===== src/rtl/frv_exec_buffer.sv =====
// rtl/frv_exec_buffer.sv - two-entry execute-to-writeback skid buffer (optional forwarding port: FRV_EXEC_BUFFER_FWD_EN)
module frv_exec_buffer #(
    parameter int XLEN = 32,
    parameter int RDW  = 5
) (
    input  logic            g_clk,
    input  logic            g_reset,
    input  logic            s_valid,
    output logic            s_ready,
    input  logic [XLEN-1:0] s_result,
    input  logic [RDW-1:0]  s_rd,
    input  logic            s_wen,
    input  logic            flush,
    output logic            m_valid,
    input  logic            m_ready,
    output logic [XLEN-1:0] m_result,
    output logic [RDW-1:0]  m_rd,
    output logic            m_wen,
`ifdef FRV_EXEC_BUFFER_FWD_EN
    output logic            fwd_valid,
    output logic [RDW-1:0]  fwd_rd,
    output logic [XLEN-1:0] fwd_result,
`endif
    output logic [1:0]      occupancy
);

    localparam int         EW       = XLEN + RDW + 1;
    localparam logic [1:0] ST_EMPTY = 2'd0;
    localparam logic [1:0] ST_ONE   = 2'd1;
    localparam logic [1:0] ST_TWO   = 2'd2;

    logic [1:0]    state_q, state_d;
    logic [EW-1:0] head_q, head_d;
    logic [EW-1:0] skid_q, skid_d;
    logic [EW-1:0] in_entry;
    logic          push, pop;

    // Entry layout {result, rd, wen}; wen is forced low for x0 so writeback never sees it.
    assign in_entry = {s_result, s_rd, s_wen && (s_rd != '0)};
    assign push     = s_valid && s_ready;
    assign pop      = m_valid && m_ready;

    always_ff @(posedge g_clk) begin
        if (g_reset) begin
            state_q <= ST_EMPTY;
        end else begin
            state_q <= state_d;
        end
    end

    always_comb begin
        state_d = state_q;
        if (flush) begin
            state_d = ST_EMPTY;
        end else begin
            case (state_q)
                ST_EMPTY: if (push) state_d = ST_ONE;
                ST_ONE: begin
                    if (push && !pop)      state_d = ST_TWO;
                    else if (!push && pop) state_d = ST_EMPTY;
                end
                ST_TWO:   if (pop) state_d = ST_ONE;
                default:  state_d = ST_EMPTY;
            endcase
        end
    end

    always_comb begin
        m_valid   = (state_q != ST_EMPTY);
        s_ready   = (state_q != ST_TWO);
        occupancy = state_q;
    end

    always_comb begin
        head_d = head_q;
        skid_d = skid_q;
        if (!flush) begin
            case (state_q)
                ST_EMPTY: if (push) head_d = in_entry;
                ST_ONE: begin
                    if (push && pop) head_d = in_entry;
                    else if (push)   skid_d = in_entry;
                end
                ST_TWO:   if (pop) head_d = skid_q;
                default:  ;
            endcase
        end
    end

    always_ff @(posedge g_clk) begin
        if (g_reset) begin
            head_q <= '0;
            skid_q <= '0;
        end else begin
            head_q <= head_d;
            skid_q <= skid_d;
        end
    end

    assign m_result = head_q[EW-1:RDW+1];
    assign m_rd     = head_q[RDW:1];
    assign m_wen    = head_q[0];

`ifdef FRV_EXEC_BUFFER_FWD_EN
    // Youngest writing entry wins: the skid holds the newer result when both are valid.
    always_comb begin
        fwd_valid  = 1'b0;
        fwd_rd     = '0;
        fwd_result = '0;
        if (state_q == ST_TWO && skid_q[0]) begin
            fwd_valid  = 1'b1;
            fwd_rd     = skid_q[RDW:1];
            fwd_result = skid_q[EW-1:RDW+1];
        end else if (state_q != ST_EMPTY && head_q[0]) begin
            fwd_valid  = 1'b1;
            fwd_rd     = head_q[RDW:1];
            fwd_result = head_q[EW-1:RDW+1];
        end
    end
`endif

endmodule


===== config.mk =====
export PLATFORM = sky130hd
export DESIGN_NAME = frv_exec_buffer
export DESIGN_NICKNAME = d
export VERILOG_FILES = /design/src/rtl/frv_exec_buffer.sv
export SDC_FILE = /design/constraint.sdc
export NUM_CORES = 1
export LEC_CHECK = 0
export ABC_AREA = 1
export CAP_MARGIN = 0
export CORE_MARGIN = 1
export CORE_UTILIZATION = 49
export DETAILED_ROUTE_END_ITERATION = 12
export HOLD_SLACK_MARGIN = 0.03
export MAX_ROUTING_LAYER = met4
export PLACE_DENSITY = 0.89
export SKIP_LAST_GASP = 1
export SYNTH_ARGS = -nofsm -noshare
export SYNTH_HDL_FRONTEND = slang
export SYNTH_SLANG_ARGS = --single-unit

===== constraint.sdc =====
create_clock -name g_clk -period 1.6 [get_ports g_clk]
set_input_delay 0.4 -clock g_clk [delete_from_list [all_inputs] [get_ports g_clk]]
set_output_delay 0.4 -clock g_clk [all_outputs]
set_load 0.01 [all_outputs]

==> qor.yml <==
logic_synthesis:
  postSynthRegisterBits: 78
  synthDistinctLibCells: 17
  post_synthesis_instance_area_sq_mm: 0.00350
  netlist_instances: 559
  synth-edff-count: 0
  mappedNetlistNets: 602
  synthArstFlopShare: 0
  ys_warn_count: 0
  syn_area_per_cell_sq_um: 6.26
  sequential_share_of_the_synthesized_area: 0.446
  synth_flop_cell: "dfxtp_1"
floorplanning:
  floorplan.die.width_microns: 86.5
  dieArea_sq_mm: 0.00749
  floorplan.core_area_sq_mm: 0.00683
  starting_utilization_of_the_core_area: 0.512
  vertical_extent_of_the_die_microns: 86.5
  number_of_placed_i_o_pins: 85
  fp-row-count: 30
pwr:
  p_per_area_mw_per_mm2: 877
  power_mw: 4.13
  p_leak_nw: 2.32
  irDropWorstVdd_mv: 0.561
grt:
  grt_use_met2: 0.421
  top_usage_layer: "met2"
  grt_pass1_wl_microns: 13500
  grt_max_degree: 43
  gr_layer_usage_met1: 0.253
  first_global_vias: 3246
  total_grt_overflow: 0
  grt_antenna_before_repair: 0
  grt_use_met3: 0.0419
  grt_usage: 0.236
clock_tree:
  cts_tree: "built"
  clkSlewWorstSetupHoldPaths_ns: 0.08
  clk_root_buffer_cell: "clkbuf_8"
  cts_buffers: 9
  maximum_count_of_clock_buffers_along_a_single_path: 2
  htree_num_levels: 3
  cts_sinks: 78
  insertion_delay_ns: 0.35
  holdBufCountCts: 0
detailed_routing:
  post_drt_antenna_nets: 0
  initialDrtViolationCount: 138
  routed-via-count: 3533
  routed_wl_microns: 8130
  vias_per_cell: 4.74
  final_routed_drc_violation_total: 0
  detailedRoute.firstPassIterationCount: 4
  route.detailed.wl_per_inst_microns: 10.9
worst_setup_path:
  regToRegSetupSlack_ns: 0.16
  setup.worst_path.class: "flop to primary output"
  worstPathCellList: "nor2_2 -> inv_1 -> dlygate4sd2_1"
  critical_path_required_ns: 1.20
  regToRegEndpoint: "head_q[25]$_SDFFE_PP0P_"
  critical_path.slowest_cell: "dfxtp_4"
  startpoint_type: "flop"
  worst_ep_arrival_time_ns: 1.15
  critical_path.max_fanout: 6
  setup.worst_path.end_class: "primary output"
  cp_max_stage_delay_ns: 0.37
  reg2regPathDepth: 9
  timing.rr.start: "occupancy[0]$_SDFFE_PP0P_"
placement:
  buffer_ports.inserted: 84
  placement.setup.worst_slack_ns: -0.372
  dp_cells: 726
  place_congestion: 0.879
  dp_hpwl_microns: 5580
  placedInstanceArea_sq_mm: 0.00451
hold_path:
  whs_endpoint: "skid_q[15]$_SDFFE_PP0P_"
  hold_path.startpoint: "skid_q[15]$_SDFFE_PP0P_"
  hold_depth: 2
  timing.hold.worst.class: "flop to flop"
final_layout:
  mostFrequentLayoutCell: "nand2_1"
  drive_above_1_share: 0.0740
  fin_cells: 745
  design.final.nets: 687
  final_core_util: 0.689
  num-fill-cells: 571
  areaGrowthSynthToFinish_pct: 34.4
  antenna_cells: 0
  final_cell_mix: "257 x nand2_1, 81 x nor2_1, 76 x dfxtp_1"
  stdcell_area_sq_mm: 0.00471
timing:
  fin_skew_ns: 0.00795
  max_slew_violation_count: 0
  layout_worst_path_cycle_share: 0.971
  fin_crit_ns: 1.55
  worstMarginPinSlew_ns: 0.258
  finalHoldViolCount: 0
  slew_headroom: 0.828
  setup_slack_after_layout_ns: 0.0469
  maximum_clock_frequency_mhz: 644
  fin_tns_setup_ns: 0
  final-setup-viol-count: 0
  hold_ws_ns: 0.467
job:
  timing.max_cap.violations: 0
status:
  run_status: "finished clean"
routing by layer:
layer	vias to the layer above	routed length (microns)
li1	1826	-
met1	1605	3640
met2	86	3940
met3	16	358
met4	0	182
met5	-	0
Yosys cell counts (2+ instances only):
master | instances | share of area
nand3_1 | 3 | 0.0043
nor2_2 | 2 | 0.0036
inv_1 | 50 | 0.054
buf_1 | 2 | 0.0021
nand2_1 | 257 | 0.28
nor2_1 | 82 | 0.088
buf_6 | 2 | 0.0064
buf_2 | 10 | 0.014
inv_2 | 3 | 0.0032
buf_4 | 7 | 0.015
clkbuf_1 | 10 | 0.011
a21oi_1 | 41 | 0.059
dfxtp_1 | 78 | 0.45
o21ai_0 | 9 | 0.013
state kept, by name, indices dropped and copies added (netlist names):
signal and flops:
occupancy 2, head_q 38, skid_q 38
what timing repair did:
item	CTS	global route
cloned	0	1
setup buffers	0	2
resized for setup	45	6
setup endpoints to repair	42	38
endpoints found under the hold margin	0	0
pin swaps	0	1
logic make-up after synthesis:
logic type | Yosys count | synth area share
AND/OR/NAND/NOR | 347 | 0.377
buffers and inverters | 84 | 0.105
flip-flops | 78 | 0.446
AO/OA/AOI/OAI | 50 | 0.0715
how the worst max path moves through the flow:
stage | from | end
6_report | occupancy[1]$_SDFFE_PP0P_ | m_valid
2_1_floorplan | occupancy[1]$_SDFFE_PP0P_ | head_q[16]$_SDFFE_PP0P_
3_3_place_gp | m_ready | head_q[1]$_SDFFE_PP0P_
5_1_grt | s_valid | head_q[27]$_SDFFE_PP0P_
3_5_place_dp | m_ready | head_q[22]$_SDFFE_PP0P_
4_1_cts | m_ready | head_q[31]$_SDFFE_PP0P_
critical path, delay by kind of cell (launching register included):
kind	cells	cell delay, ns
buffers and inverters	2	0.31
flip-flops	1	0.37
AND/OR/NAND/NOR	1	0.13
power by group:
group	switching, mW	total [mW]	leakage (nW)	internal, mW
logic	0.325	0.640	1.59	0.316
registers	0.0432	2.07	0.638	2.03
clock network	0.708	1.42	0.0948	0.709
area by class of cell:
class / instances / area, sq um / area share
Clock inverter: 7 / 65.1 / 0.0138
Inverter: 53 / 199 / 0.0423
Tap cell: 96 / 120 / 0.0255
Sequential cell: 78 / 1570 / 0.333
Multi-Input combinational cell: 397 / 1580 / 0.336
Clock buffer: 9 / 124 / 0.0263
Timing Repair Buffer: 105 / 1050 / 0.223
No activity file was read; power rests on OpenSTA's default activity.
